<file path="config.mk">
export PLATFORM = sky130hd
export DESIGN_NAME = rca_pipe_tree
export DESIGN_NICKNAME = d
export VERILOG_FILES = /design/src/rtl/rca_pkg.sv /design/src/rtl/rca_adder.sv /design/src/rtl/rca_pipe_tree.sv
export SDC_FILE = /design/constraint.sdc
export NUM_CORES = 1
export LEC_CHECK = 0
export CAP_MARGIN = 20
export CORE_MARGIN = 1
export CORE_UTILIZATION = 51
export DETAILED_ROUTE_END_ITERATION = 7
export PLACE_DENSITY_LB_ADDON = 0.08
export SYNTH_ARGS = -nofsm -noshare
export SYNTH_HDL_FRONTEND = slang
export SYNTH_SLANG_ARGS = --single-unit
</file>
<file path="constraint.sdc">
create_clock -name clk -period 5.2 [get_ports clk]
set_input_delay 1.04 -clock clk [delete_from_list [all_inputs] [get_ports clk]]
set_output_delay 1.04 -clock clk [all_outputs]
set_load 0.005 [all_outputs]
</file>
<file path="src/rtl/rca_pkg.sv">
// Shared definitions for the pipelined multi-operand ripple-carry adder tree.
// Holds the tree-depth and per-level width helpers plus the result-mode
// constants used by the SAT parameter of rca_pipe_tree.
package rca_pkg;

  // Result modes for the SAT parameter.
  localparam int RCA_WRAP = 0;
  localparam int RCA_SAT  = 1;

  // Number of adder levels needed to reduce nops operands to one (log2).
  function automatic int levels_f(input int nops);
    int l;
    l = 0;
    for (int k = 0; k < 6; k++) begin
      if ((32'sd1 <<< k) < nops) begin
        l = k + 1;
      end else begin
        l = l;
      end
    end
    return l;
  endfunction

  // Width of a partial sum at tree level i: one carry bit gained per level.
  function automatic int lvl_w(input int w, input int i);
    return w + i + 1;
  endfunction

endpackage

</file>
<file path="src/rtl/rca_adder.sv">
// Parametrised N-bit ripple-carry adder.
// Ports:
//   a, b  in  N : addends
//   cin   in  1 : carry in
//   sum   out N : a + b + cin modulo 2^N
//   cout  out 1 : carry out of the most significant bit
// Each bit is a full-adder cell; the carry of each cell lives in its own
// generate scope so the chain is a set of distinct nets rather than one
// self-referencing vector.
module rca_adder #(
  parameter int N = 4
) (
  input  logic [N-1:0] a,
  input  logic [N-1:0] b,
  input  logic         cin,
  output logic [N-1:0] sum,
  output logic         cout
);

  for (genvar k = 0; k < N; k++) begin : g_fa
    logic ci;
    logic co;

    if (k == 0) begin : g_c0
      assign ci = cin;
    end else begin : g_cn
      assign ci = g_fa[k-1].co;
    end

    assign sum[k] = a[k] ^ b[k] ^ ci;
    assign co     = (a[k] & b[k]) | (ci & (a[k] ^ b[k]));
  end

  assign cout = g_fa[N-1].co;

endmodule

</file>
<file path="src/rtl/rca_pipe_tree.sv">
// Pipelined multi-operand unsigned adder tree with valid/ready handshake.
// Ports:
//   clk        in  1      : clock, rising edge
//   rst        in  1      : synchronous active-high reset
//   in_valid   in  1      : operand set on in_ops is valid
//   in_ready   out 1      : block accepts an operand set this cycle
//   in_ops     in  NOPS*W : operand k at bits [k*W +: W]
//   out_valid  out 1      : out_sum / out_ovf are valid
//   out_ready  in  1      : consumer takes the result this cycle
//   out_sum    out W      : sum, wrapped or clamped depending on SAT
//   out_ovf    out 1      : true sum exceeds 2^W-1
// Level i holds NOPS/2^(i+1) partial sums of width W+i+1. The last level
// registers the already wrapped/saturated result, so outputs come straight
// from flops and the latency stays at log2(NOPS) cycles.
module rca_pipe_tree
  import rca_pkg::*;
#(
  parameter int W    = 4,
  parameter int NOPS = 4,
  parameter int SAT  = 0
) (
  input  logic              clk,
  input  logic              rst,
  input  logic              in_valid,
  output logic              in_ready,
  input  logic [NOPS*W-1:0] in_ops,
  output logic              out_valid,
  input  logic              out_ready,
  output logic [W-1:0]      out_sum,
  output logic              out_ovf
);

  localparam int L = levels_f(NOPS);

  logic           stall;
  logic [L-1:0]   vld_in;
  logic [L-1:0]   valid_d;
  logic [L-1:0]   valid_q;
  logic [W+L-1:0] final_s;
  logic           ovf_s;
  logic [W-1:0]   out_sum_d;
  logic [W-1:0]   out_sum_q;
  logic           out_ovf_d;
  logic           out_ovf_q;

  // Global stall: the only thing that can block the pipe is a held result.
  always_comb begin
    stall    = valid_q[L-1] & ~out_ready;
    in_ready = ~stall;
  end

  // Valid bits shift one level per advancing edge; bubbles shift too.
  always_comb begin
    vld_in[0] = in_valid;
    for (int i = 1; i < L; i++) begin
      vld_in[i] = valid_q[i-1];
    end
    if (stall) begin
      valid_d = valid_q;
    end else begin
      valid_d = vld_in;
    end
  end

  // Valid-bit pipeline register.
  always_ff @(posedge clk) begin
    if (rst) begin
      valid_q <= '0;
    end else begin
      valid_q <= valid_d;
    end
  end

  for (genvar i = 0; i < L; i++) begin : g_lvl
    localparam int NN = NOPS >> (i + 1);
    localparam int WI = W + i;
    localparam int WO = lvl_w(W, i);

    // Packed operand pairs feeding this level; layout matches in_ops.
    logic [2*NN-1:0][WI-1:0] opnd;
    logic [NN-1:0][WO-1:0]   node_s;

    if (i == 0) begin : g_src
      assign opnd = in_ops;
    end else begin : g_src
      assign opnd = g_lvl[i-1].g_reg.sum_q;
    end

    for (genvar n = 0; n < NN; n++) begin : g_node
      logic [WI-1:0] s;
      logic          co;

      rca_adder #(
        .N(WI)
      ) u_add (
        .a   (opnd[2*n]),
        .b   (opnd[2*n+1]),
        .cin (1'b0),
        .sum (s),
        .cout(co)
      );

      // Carry out becomes the new MSB, so no width is lost in the tree.
      assign node_s[n] = {co, s};
    end

    if (i < L - 1) begin : g_reg
      logic [NN-1:0][WO-1:0] sum_q;
      logic [NN-1:0][WO-1:0] sum_d;

      // Partial sums load only when a valid set advances into this level.
      always_comb begin
        if (!stall && vld_in[i]) begin
          sum_d = node_s;
        end else begin
          sum_d = sum_q;
        end
      end

      // Partial-sum register for this level.
      always_ff @(posedge clk) begin
        if (rst) begin
          sum_q <= '0;
        end else begin
          sum_q <= sum_d;
        end
      end
    end else begin : g_out
      assign final_s = node_s[0];
    end
  end

  // Final stage: overflow is any bit above W; optionally clamp to all ones.
  always_comb begin
    ovf_s = |final_s[W+L-1:W];
    if (!stall && vld_in[L-1]) begin
      out_ovf_d = ovf_s;
      if ((SAT == RCA_SAT) && ovf_s) begin
        out_sum_d = '1;
      end else begin
        out_sum_d = final_s[W-1:0];
      end
    end else begin
      out_ovf_d = out_ovf_q;
      out_sum_d = out_sum_q;
    end
  end

  // Output register; holds steady while stalled.
  always_ff @(posedge clk) begin
    if (rst) begin
      out_sum_q <= '0;
      out_ovf_q <= 1'b0;
    end else begin
      out_sum_q <= out_sum_d;
      out_ovf_q <= out_ovf_d;
    end
  end

  assign out_valid = valid_q[L-1];
  assign out_sum   = out_sum_q;
  assign out_ovf   = out_ovf_q;

endmodule

</file>
==> summary.txt, run 1 <==
Worst setup path
  – Flop-to-flop setup slack: 2.87 ns
  – Cells on worst reg2reg path: 9
  – CP Depth: 3
  – Most frequent cell on the critical path: clkdlybuf4s50_1
  – Reg2reg end: out_ovf
  – Worst Setup SP: out_ready
  – FF-to-FF Start: g_lvl[0].g_reg.sum_q[0]
  – Critical Path Sink: in_ready
  – Crit path DAT: around 2.3 ns
  – Worst path bufs/invs: 2
  – WS Path Type: primary input to primary output
  – Crit path cell chain: clkdlybuf4s50_1 > nand2b_4 > clkdlybuf4s50_1
  – WP data required: roughly 4.2 ns
  – CP endpoint kind: primary output
  – Slowest CP cell: clkdlybuf4s50_1
  – Setup crit start kind: primary input
  – CP max FO: 23
  – Crit-path max cell delay: 0.55 ns
  – Crit path max-delay family: buffers and inverters

GRT
  – Number of global-route vias before repair: around 720
  – Pin count of the biggest net entering global routing: 24
  – Global route overflow: 0
  – Total GRT Usage: between 10% and 20%
  – Antenna violations before repair: 0
  – Global-route wire length before repair: 2900 µm

Clocking
  – Post-CTS Resized: 0
  – Clock buffer depth: 2
  – Setup Fix Bufs, Post-CTS: 0
  – Sink Count: 17
  – Clock root buffer: clkbuf_4
  – Worst-path clk slew: 0.09 ns
  – Cts hold-fix bufs: 0
  – H-Tree Depth: 1
  – CTS tree: built
  – Clock latency on the worst-skew pair: about 0.28 ns
  – CTS buffer count: 3

STA
  – Fmax: 0.296 GHz
  – Hold Vio Cnt, Final: 0
  – Layout Skew: 0.00128 ns
  – Worst Max-Slew Pin Slew: between 0.8 and 0.9 ns
  – Fin. max-slew vios: 0
  – RSZ-0062 raised after global routing: no
  – Hold Slack: between 0.4 and 0.5 ns
  – Setup TNS: 0 ns
  – Period utilization: 64.9%
  – Crit path time final: 3.37 ns
  – Setup WS post-layout: around 1.8 ns
  – Worst slew margin: between 40 and 50%
  – Final setup fails: 0

Final layout
  – Final Instance Area: about 0.0013 mm²
  – Layout cells sized above 1: a little over an eighth
  – Commonest non-fill, non-tap cell in the layout: clkdlybuf4s50_1
  – Post-route insts no fill: around 150
  – Area Growth Syn to Fin: 26.2%
  – Layout net count: 157
  – Util after Layout: 72.2%
  – N_diodes: 0
  – Most frequent cells in the layout: clkdlybuf4s50_1, inv_1, dfxtp_1

Pwr
  – Sequential Power Share: between 50% and 60%
  – Switch Pwr: between 0.07 and 0.08 mW
  – Leak pwr: 0.535 nW
  – Int Pwr: 0.212 mW
  – Total power: slightly below 0.3 mW
  – Power density over the cells: between 200 and 250 mW/mm²
  – Clk pwr share: roughly a quarter
  – Sw Ratio: 27.1%
  – Worst VDD drop: 196 µV
  – Combinational Power Share: about a quarter

Yosys
  – Synthesized flop and latch total: 17
  – Leading area contributor after synthesis: dfxtp_1
  – Mapped Nets: ~130
  – Syn Area/Cell: roughly 10 µm²
  – Seq/Total Area, Yosys: 33.0%
  – Yosys cell types: 21
  – Cells after Synth: 100
  – Synth warn: 0
  – Yosys top cell area share: 33.0%
  – Cell area after synthesis: roughly 0.0010 mm²
  – Dominant cells by area after synthesis: dfxtp_1, fa_1, inv_1

Detailed routing
  – DR WL/cell: between 10 and 15 µm
  – Antenna Violating Nets Remaining: 0
  – Drt initial violations: 6
  – Drt via density: just over 5
  – First-pass DRT Iterations: 4
  – # DRC: 0
  – Final wirelength: approximately 1800 µm
  – Vias: around 750

Job
  – Max-Cap Viols: 0

Placement
  – Cell Count Post-Placement: approximately 140
  – Post-DP HPWL: roughly 1400 µm
  – Area post-placement: ~0.0013 mm²
  – DP Worst Slack: about 1.8 ns
  – # port buffers: 26
  – Routability cong.: roughly 0.73

Floorplan
  – Area of the die: around 0.0022 mm²
  – Top Ports: 27
  – DIE WIDTH: 46.9 µm
  – Die Ht: between 40 and 50 µm
  – Core area: between 0.0015 and 0.002 mm²
  – Initial Util: 57.2%
  – Row count: 15

Status
  – Outcome: complete, no violations

Min path
  – Hold crit path type: register to register
[worst min-delay path: cells and delay by family (launching register included)]
kind               cells  cell delay (ns)
and+or+nand+nor        1             0.06
AOI/OAI and AO/OA      1             0.06
DFF                    1             0.33
[cell type report]
cell class	instances	area, µm²
repair buffers	26	260
well taps	25	31.3
clock buffers	4	26.3
fillers	151	502
multi-input cells	54	559
flip-flops and latches	17	340
inverters	22	82.6
[per-layer routing]
metal,share of wire (%),track usage [%],vias up,wire length [µm]
li1,-,-,372,-
met1,43,21.6,365,755
met2,53,35.0,14,939
met3,3.6,5.77,2,63
met4,0.34,1.71,0,6
met5,0,0,-,0
[power by group through the flow]
stage	logic, mW	clock network, mW	registers [mW]
after global routing	0.0825	0.0784	0.150
final	0.0742	0.0682	0.149
after global placement	0.0727	0	0.151
after CTS	0.0755	0.0717	0.149
after detailed placement	0.0753	0	0.152
after floorplan	0.0473	0	0.150
[state kept, by name, summed over array words and instances, names as in the netlist]
register	count
out_sum	4
valid_q	2
out_ovf	1
g_lvl.g_reg.sum_q	10
[worst min path at each step]
stage,from,end,slack (ns),depth (start not counted)
global placement,g_lvl[0].g_reg.sum_q[0],g_lvl[0].g_reg.sum_q[0],0.47,2
finish,g_lvl[0].g_reg.sum_q[5],g_lvl[0].g_reg.sum_q[5],0.49,2
CTS,g_lvl[0].g_reg.sum_q[5],g_lvl[0].g_reg.sum_q[5],0.50,2
floorplan,g_lvl[0].g_reg.sum_q[5],g_lvl[0].g_reg.sum_q[5],0.45,2
detailed placement,g_lvl[0].g_reg.sum_q[5],g_lvl[0].g_reg.sum_q[5],0.48,2
global route,g_lvl[0].g_reg.sum_q[0],g_lvl[0].g_reg.sum_q[0],0.53,2
[kinds of logic (layout without fill, tap and decap cells)]
kind of cell,count (synthesis),in the layout,share of synthesized area [%]
mux,1,1,0.972
simple gates,13,13,9.23
fa+ha+maj,13,13,23.1
flops,17,17,33.1
compound gates,27,27,21.0
buf+inv,29,52,12.6
[synthesized netlist by cell type, drive strengths merged]
library cell and number:
and2 2, dfxtp 17, a211oi 7, o21ai 2, inv 22, ha 3, mux2i 1, nor2 1
a311oi 1, o31ai 2, nand4b 4, nand2b 3, fa 10, a21oi 12, a21bo 3, nand3 3
buf 7
No activity file was read; power rests on OpenSTA's default activity.
==> run 2, diff against run 1 <==
CORE_UTILIZATION = 47   (was 51)
clock period = 3.36 ns   (was 5.2 ns; I/O delays follow)
==> run 2 against run 1 <==
Against the previous run:
- die area grew 8.1%
- non-clock buffer count is the same
- routed wire length shrank 1.4%
- critical path type unchanged
- largest cell class unchanged
- utilization shrank 7.1 points
- power grew 54%
- cell count grew 1.4%
- critical endpoint unchanged
- sequential cell count is the same
- clock power grew 52%
- cell area grew 0.19%
- first-iteration DRC count is the same
==> summary.txt, run 2 (synthesized netlist as in run 1, its figures left out) <==
Status
  – Outcome: complete, no violations

Final layout
  – Layout net count: roughly 160
  – Util after Layout: roughly two thirds
  – Post-route insts no fill: 150
  – Area Growth Syn to Fin: 26.5%
  – Most frequent cells in the layout: clkdlybuf4s50_1, inv_1, dfxtp_1
  – Top reg by flops: g_lvl.g_reg.sum_q
  – Commonest non-fill, non-tap cell in the layout: clkdlybuf4s50_1
  – N_diodes: 0
  – Layout cells sized above 1: 13.0%
  – Largest register FFs: 10

Job
  – Max-Cap Viols: 0

Detailed routing
  – First-pass DRT Iterations: 4
  – Final wirelength: 1740 µm
  – Vias: between 700 and 800
  – DR WL/cell: between 10 and 15 µm
  – Drt via density: between 4 and 5
  – Drt initial violations: 6
  – Antenna Violating Nets Remaining: 0
  – # DRC: 0

Worst setup path
  – WP data required: 2.69 ns
  – Flop-to-flop setup slack: 1.00 ns
  – Setup crit start kind: primary input
  – CP endpoint kind: primary output
  – Crit path DAT: 1.93 ns
  – CP max FO: 23
  – WS Path Type: primary input to primary output

Clocking
  – Setup Fix Bufs, Post-CTS: 0
  – CTS buffer count: 3
  – Clock root buffer: clkbuf_4
  – CTS tree: built
  – Post-CTS Resized: 0
  – Sink Count: 17
  – Clock latency on the worst-skew pair: 0.28 ns
  – Worst-path clk slew: ~0.09 ns
  – H-Tree Depth: 1
  – Clock buffer depth: 2
  – Cts hold-fix bufs: 0

STA
  – Period utilization: approximately 77%
  – Layout Skew: 0.00503 ns
  – Fin. max-slew vios: 0
  – Final setup fails: 0
  – Worst Max-Slew Pin Slew: 0.835 ns
  – Crit path time final: 2.60 ns
  – Hold Vio Cnt, Final: 0
  – Setup TNS: 0 ns
  – Fmax: about 0.38 GHz
  – RSZ-0062 raised after global routing: no
  – Worst slew margin: between 40% and 50%

Pwr
  – Total power: between 0.4 and 0.5 mW
  – Power density over the cells: about 340 mW/mm²
  – Worst VDD drop: roughly 260 µV
  – Leak pwr: roughly 0.53 nW

Placement
  – Cell Count Post-Placement: ~150
  – Post-DP HPWL: 1350 µm
  – # port buffers: 26
  – Routability cong.: around 0.73

Min path
  – Hold crit path type: register to register

Floorplan
  – Area of the die: 0.00238 mm²
  – Initial Util: about half
  – Row count: 16
  – Die Ht: approximately 49 µm
  – Core area: ~0.0020 mm²
  – DIE WIDTH: just under 50 µm
  – Top Ports: 27

GRT
  – Total GRT Usage: around 18%
  – Antenna violations before repair: 0
  – Global route overflow: 0
  – Pin count of the biggest net entering global routing: 24
  – Number of global-route vias before repair: slightly above 700
  – Global-route wire length before repair: between 3000 and 4000 µm
-- run 2: cell counts in the layout (fill, tap and decap cells not counted) --
No cell type changed its count.
-- run 2: layout make-up --
| cell class | count | area, µm² |
|---|---|---|
| tap | 27 | 33.8 |
| sequential | 17 | 340 |
| inverter | 22 | 82.6 |
| fill | 173 | 699 |
| multi-input combinational | 54 | 559 |
| timing repair buffer | 26 | 260 |
| clock buffer | 4 | 26.3 |
-- run 2: metrics by stage --
step                      instance area, µm²  worst slack, ns  hold WS, ns
after floorplan                         1030             1.15        0.452
after global placement                  1280            0.669        0.473
after detailed placement                1280            0.657        0.475
after CTS                               1300            0.746        0.498
after global routing                    1300            0.679        0.527
final                                   1300            0.757        0.494
-- run 2: routing by layer --
| layer | track usage [%] | share of wire (%) |
|---|---|---|
| met5 | 0 | 0 |
| met4 | 4.41 | 0.46 |
| met3 | 5.61 | 4.9 |
| met2 | 31.7 | 51 |
| met1 | 20.1 | 44 |
-- run 2: path summary, 6_finish.rpt --
check,start,end,cells past startpoint
worst max-delay path,out_ready,in_ready,3
worst min-delay path,g_lvl[0].g_reg.sum_q[5],g_lvl[0].g_reg.sum_q[5],2
worst max register to register,g_lvl[0].g_reg.sum_q[0],out_ovf,9
worst min register to register,g_lvl[0].g_reg.sum_q[5],g_lvl[0].g_reg.sum_q[5],2
-- run 2: critical path, cell delays in order --
cell and delay [ns]:
clkdlybuf4s50_1 0.45, nand2b_4 0.26, clkdlybuf4s50_1 0.55
-- run 2: power breakdown --
part	internal [mW]	switching [mW]	total, mW	leakage, nW
sequential	0.218	0.0117	0.230	0.140
clock	0.0461	0.0580	0.104	0.0150
combinational	0.0634	0.0501	0.114	0.380
total	0.328	0.120	0.448	0.535
